$ cat src/rtl/ysyx_23060025_rd_xbar_pkg.sv
// Shared types and constants for the LSU read-channel crossbar.
package ysyx_23060025_rd_xbar_pkg;

    // CLINT register window as seen by the rest of the SoC
    localparam logic [31:0] DEVICE_CLINT_ADDR_L = 32'ha000_0048;
    localparam logic [31:0] DEVICE_CLINT_ADDR_H = 32'ha000_004f;

    // Main memory window behind the SoC bus
    localparam logic [31:0] XBAR_MEM_BASE  = 32'h8000_0000;
    localparam logic [31:0] XBAR_MEM_LIMIT = 32'h87ff_ffff;

    // Read responses the crossbar can produce or forward
    localparam logic [1:0] RESP_OKAY   = 2'b00;
    localparam logic [1:0] RESP_DECERR = 2'b11;

    // Slave selected by the address decoder
    typedef enum logic [1:0] {
        XBAR_SEL_MEM   = 2'd0,
        XBAR_SEL_CLINT = 2'd1,
        XBAR_SEL_NONE  = 2'd2
    } xbar_sel_e;

    // Transaction state of the crossbar
    typedef enum logic [1:0] {
        ST_IDLE = 2'b00,
        ST_ADDR = 2'b01,
        ST_DATA = 2'b10,
        ST_ERR  = 2'b11
    } xbar_state_e;

endpackage

$ cat src/rtl/ysyx_23060025_rd_xbar_addr_dec.sv
// Combinational address decoder: maps a read address onto one of the slaves.
module ysyx_23060025_addr_dec
    import ysyx_23060025_rd_xbar_pkg::*;
#(
    parameter int                   ADDR_LEN    = 32,
    parameter logic [ADDR_LEN-1:0]  MEM_BASE    = XBAR_MEM_BASE,
    parameter logic [ADDR_LEN-1:0]  MEM_LIMIT   = XBAR_MEM_LIMIT,
    parameter logic [ADDR_LEN-1:0]  CLINT_BASE  = DEVICE_CLINT_ADDR_L,
    parameter logic [ADDR_LEN-1:0]  CLINT_LIMIT = DEVICE_CLINT_ADDR_H
) (
    input  logic [ADDR_LEN-1:0] i_addr,
    output xbar_sel_e           o_sel
);

    // Inclusive unsigned window checks; CLINT wins if the windows were ever to overlap
    always_comb begin
        o_sel = XBAR_SEL_NONE;
        if ((i_addr >= CLINT_BASE) && (i_addr <= CLINT_LIMIT)) begin
            o_sel = XBAR_SEL_CLINT;
        end else if ((i_addr >= MEM_BASE) && (i_addr <= MEM_LIMIT)) begin
            o_sel = XBAR_SEL_MEM;
        end
    end

endmodule

$ cat src/rtl/ysyx_23060025_rd_xbar.sv
// Read-channel crossbar: one LSU master, main memory (S0) and CLINT (S1) slaves,
// one outstanding transaction, local DECERR for unmapped addresses.
module ysyx_23060025_rd_xbar
    import ysyx_23060025_rd_xbar_pkg::*;
#(
    parameter int                   ADDR_LEN    = 32,
    parameter int                   DATA_LEN    = 32,
    parameter logic [ADDR_LEN-1:0]  MEM_BASE    = XBAR_MEM_BASE,
    parameter logic [ADDR_LEN-1:0]  MEM_LIMIT   = XBAR_MEM_LIMIT,
    parameter logic [ADDR_LEN-1:0]  CLINT_BASE  = DEVICE_CLINT_ADDR_L,
    parameter logic [ADDR_LEN-1:0]  CLINT_LIMIT = DEVICE_CLINT_ADDR_H
) (
    input  logic                clock,
    input  logic                rstn,

    input  logic [ADDR_LEN-1:0] m_ar_addr_i,
    input  logic                m_ar_valid_i,
    output logic                m_ar_ready_o,
    output logic [DATA_LEN-1:0] m_r_data_o,
    output logic [1:0]          m_r_resp_o,
    output logic                m_r_valid_o,
    input  logic                m_r_ready_i,

    output logic [ADDR_LEN-1:0] s0_ar_addr_o,
    output logic                s0_ar_valid_o,
    input  logic                s0_ar_ready_i,
    input  logic [DATA_LEN-1:0] s0_r_data_i,
    input  logic [1:0]          s0_r_resp_i,
    input  logic                s0_r_valid_i,
    output logic                s0_r_ready_o,

    output logic [ADDR_LEN-1:0] s1_ar_addr_o,
    output logic                s1_ar_valid_o,
    input  logic                s1_ar_ready_i,
    input  logic [DATA_LEN-1:0] s1_r_data_i,
    input  logic [1:0]          s1_r_resp_i,
    input  logic                s1_r_valid_i,
    output logic                s1_r_ready_o
);

    xbar_state_e         r_state;
    xbar_state_e         w_next_state;
    logic [ADDR_LEN-1:0] r_addr_q;
    xbar_sel_e           r_sel_q;
    xbar_sel_e           w_dec_sel;
    logic                w_accept;

    ysyx_23060025_addr_dec #(
        .ADDR_LEN    (ADDR_LEN),
        .MEM_BASE    (MEM_BASE),
        .MEM_LIMIT   (MEM_LIMIT),
        .CLINT_BASE  (CLINT_BASE),
        .CLINT_LIMIT (CLINT_LIMIT)
    ) u_addr_dec (
        .i_addr (m_ar_addr_i),
        .o_sel  (w_dec_sel)
    );

    // Address is taken only in IDLE, and never while reset is asserted
    assign m_ar_ready_o = (r_state == ST_IDLE) && rstn;
    assign w_accept     = m_ar_valid_i && m_ar_ready_o;

    // State register plus the address/target captured at acceptance
    always_ff @(posedge clock or negedge rstn) begin
        if (!rstn) begin
            r_state  <= ST_IDLE;
            r_addr_q <= '0;
            r_sel_q  <= XBAR_SEL_NONE;
        end else begin
            r_state <= w_next_state;
            if (w_accept) begin
                r_addr_q <= m_ar_addr_i;
                r_sel_q  <= w_dec_sel;
            end
        end
    end

    // Next-state and routing; slave data passes straight through in DATA
    always_comb begin
        w_next_state  = r_state;
        s0_ar_valid_o = 1'b0;
        s0_ar_addr_o  = '0;
        s0_r_ready_o  = 1'b0;
        s1_ar_valid_o = 1'b0;
        s1_ar_addr_o  = '0;
        s1_r_ready_o  = 1'b0;
        m_r_valid_o   = 1'b0;
        m_r_data_o    = '0;
        m_r_resp_o    = RESP_OKAY;

        case (r_state)
            ST_IDLE: begin
                if (w_accept) begin
                    w_next_state = (w_dec_sel == XBAR_SEL_NONE) ? ST_ERR : ST_ADDR;
                end
            end
            ST_ADDR: begin
                case (r_sel_q)
                    XBAR_SEL_MEM: begin
                        s0_ar_valid_o = 1'b1;
                        s0_ar_addr_o  = r_addr_q;
                        if (s0_ar_ready_i) w_next_state = ST_DATA;
                    end
                    XBAR_SEL_CLINT: begin
                        s1_ar_valid_o = 1'b1;
                        s1_ar_addr_o  = r_addr_q;
                        if (s1_ar_ready_i) w_next_state = ST_DATA;
                    end
                    default: w_next_state = ST_IDLE;
                endcase
            end
            ST_DATA: begin
                case (r_sel_q)
                    XBAR_SEL_MEM: begin
                        m_r_valid_o  = s0_r_valid_i;
                        s0_r_ready_o = m_r_ready_i;
                        if (s0_r_valid_i) begin
                            m_r_data_o = s0_r_data_i;
                            m_r_resp_o = s0_r_resp_i;
                            if (m_r_ready_i) w_next_state = ST_IDLE;
                        end
                    end
                    XBAR_SEL_CLINT: begin
                        m_r_valid_o  = s1_r_valid_i;
                        s1_r_ready_o = m_r_ready_i;
                        if (s1_r_valid_i) begin
                            m_r_data_o = s1_r_data_i;
                            m_r_resp_o = s1_r_resp_i;
                            if (m_r_ready_i) w_next_state = ST_IDLE;
                        end
                    end
                    default: w_next_state = ST_IDLE;
                endcase
            end
            ST_ERR: begin
                m_r_valid_o = 1'b1;
                m_r_resp_o  = RESP_DECERR;
                if (m_r_ready_i) w_next_state = ST_IDLE;
            end
            default: w_next_state = ST_IDLE;
        endcase
    end

endmodule

$ cat config.mk
export PLATFORM = sky130hd
export DESIGN_NAME = ysyx_23060025_rd_xbar
export DESIGN_NICKNAME = d
export VERILOG_FILES = /design/src/rtl/ysyx_23060025_rd_xbar_pkg.sv /design/src/rtl/ysyx_23060025_rd_xbar_addr_dec.sv /design/src/rtl/ysyx_23060025_rd_xbar.sv
export SDC_FILE = /design/constraint.sdc
export NUM_CORES = 1
export LEC_CHECK = 0
export BUFFER_PORTS_ARGS = -buffer_cell sky130_fd_sc_hd__buf_2
export CELL_PAD_IN_SITES_DETAIL_PLACEMENT = 0
export CELL_PAD_IN_SITES_GLOBAL_PLACEMENT = 1
export CORE_MARGIN = 2
export CORE_UTILIZATION = 28
export DETAILED_ROUTE_END_ITERATION = 8
export GPL_TIMING_DRIVEN = 0
export PLACE_DENSITY_LB_ADDON = 0.1
export RECOVER_POWER = 100
export REMOVE_ABC_BUFFERS = 1
export SKIP_LAST_GASP = 1
export SYNTH_ARGS = -nofsm -noshare
export SYNTH_HDL_FRONTEND = slang
export SYNTH_HIERARCHICAL = 1
export SYNTH_SLANG_ARGS = --single-unit
$ cat constraint.sdc
create_clock -name clock -period 5.6 [get_ports clock]
set_clock_uncertainty 0.1 [all_clocks]
set_input_delay 1.68 -clock clock [delete_from_list [all_inputs] [get_ports clock]]
set_output_delay 1.68 -clock clock [all_outputs]
set_load 0.02 [all_outputs]
==> reports/metrics.cfg <==
[yosys]
synth.distinct_cells = 38
yosys_register_bits = 36
synthesis.area_um2 = 2540
netlist.area_leader.share_pct = 34.5
ys_seq_area_share_pct = 35.6
synth_top_area_cell = dfrtp_1
synth_area_leaders = dfrtp_1, and2_1, mux2_2, a22oi_1, nor2_1
synth_warnings = 6
syn_inst = 268
syn_area_per_cell_um2 = 9.47

[cts]
cts_buffers = 5
post_cts_buffers = 0
cts-root-buf = clkbuf_8
cts.sinks = 36
cts_buffer_depth = 2
cts_hold_buf = 0
clock_latency_ns = 0.28
cts_tree = yes
cts_htree_levels = 2
cts_resized = 0
clk_pin_slew_ns = 0.07

[route]
viasPerCell = 4.71
routed_wl_um = 8720
ant_nets = 0
drtIter0Drc = 71
dr.pass1.iters = 4
vias = 2710
wire_per_inst_um = 15.2
drc_errors = 0

[power_and_ir_drop]
power_density_nw_per_um2 = 256
p_leak_uw = 0.00164
ir_drop_mv = 0.224
power_uw = 922

[final_layout]
nNetsFinal = 574
multiInputGateArea_um2 = 1460
mostFrequentLayoutCell = buf_2
syn_to_final_growth_pct = 42.0
seqCellArea_um2 = 902
layout-drive-gt1-share_pct = 42.2
diodes = 0
num-fill-cells = 975
layout_common_cells = buf_2, clkbuf_1, and2_0

[grt]
grt_max_degree = 39
antenna_found_initial = 0
grt_pass1_wl_um = 13200
track_usage_pct = 16.5
gr-total-overflow = 0
grt_pass1_vias = 2601

[hold_path]
hp-class = reg -> reg
hold_start = r_addr_q[25]
hold_depth = 1

[worst_setup_path]
ff2ff_path_depth = 4
critPathCaptureType = output pin
worstPathRequired_ns = 3.82
critical-path-max-stage-delay_ns = 1.06
start_kind = input pin
crit_start = s0_r_valid_i
critical_path_class = in -> out
crit_fanout = 35
rr_startpoint = r_state[1]
crit_chain = buf_2 -> nor3b_4 -> a22oi_1 -> o21ai_0 -> clkbuf_1
worst_path_max_delay_cell = nor3b_4
worst_ep_arrival_time_ns = 3.56
r2r_setup_slack_ns = 2.44

[floorplan]
pin_count = 212
core-area_um2 = 8760
start_util_pct = 29.0
die_h_um = 99.2
dieArea_um2 = 9840
die_w_um = 99.2
rows = 34

[timing]
max_freq_mhz = 187
slew_headroom_pct = -47.2
hold_viol = 0
rsz0062_at_grt = no
final-setup-viol-count = 0
setup_tns_ns = 0
worstMarginPinSlew_ns = 2.19
slew_violations = 17
layout_min_cycle_time_ns = 5.34
finalCritPeriodShare_pct = 95.3

[job]
maxCapViolCount = 1

[status]
status = finished, violations left
violations = capacitance limit, slew limit

[place]
numPortBuffers = 211
gp_congestion = 0.803
hpwl_um = 6640

## critical path, delay by kind of cell
kind	cells	cell delay, ns
AO/OA/AOI/OAI	2	0.46
buffers and inverters	2	0.34
AND/OR/NAND/NOR	1	1.06
## where the power goes
group	internal [uW]	switching, uW
registers	384	96.2
clock network	88.9	94.5
logic	157	101
total	630	292
## cell type report
class / count / area share (%)
inverter: 3 / 0.313
sequential: 36 / 25.0
multi-input combinational: 205 / 40.6
clock buffer: 7 / 2.12
clock inverter: 1 / 0.243
tap: 108 / 3.75
timing repair buffer: 215 / 27.9
## cells by family after synthesis
group           share of synthesized area, %
flops                                   35.6
xor+xnor                               0.345
mux                                     15.5
simple gates                            30.4
compound gates                          12.9
buf+inv                                 5.37
## registers in the layout (all words and copies together) (netlist names)
signal and count:
r_addr_q 32, r_sel_q 2, r_state 2
## path summary, 6_finish.rpt
| check | endpoint |
|---|---|
| worst max-delay path | m_r_resp_o[1] |
| worst min-delay path | r_addr_q[25] |
| worst max register to register | r_sel_q[0] |
| worst min register to register | r_addr_q[25] |
| max in group asynchronous | r_sel_q[0] |
| min in group asynchronous | r_addr_q[0] |
## metrics by stage
step	hold slack, ns	cell area [um^2]	std cells	worst slack [ns]	util [%]
2_1_floorplan	0.364	2410	244	0.676	-
3_3_place_gp	0.399	3600	563	0.357	41.1
3_5_place_dp	0.403	3630	565	0.357	41.5
4_1_cts	0.426	3720	573	0.355	42.4
5_1_grt	0.440	3600	575	0.112	41.1
6_report	0.418	3600	575	0.264	41.1
## Yosys cell counts, drive strengths merged
library cell	number
and2	65
a22oi	35
dfrtp	35
nor2	35
mux2	34
buf	20
clkbuf	4
nor4	4
inv	3
nand2	3
o21ai	3
a21oi	2
and3	2
nor2b	2
nor3	2
nor3b	2
nor4b	2
or4b	2
a211oi	1
a41o	1
and3b	1
and4	1
dfstp	1
mux2i	1
nand2b	1
nand3b	1
o21bai	1
o31a	1
or3b	1
or4	1
xor2	1
## metal layers
metal	track usage (%)	routed length, um	vias to the layer above	part of all wire, %
met5	0	0	-	0
met1	19.9	3550	1250	41
met3	3.94	703	9	8.1
met2	29.5	4340	122	50
li1	-	-	1329	-
met4	4.32	121	0	1.4
Note: power is estimated with default switching activity, not from simulation.
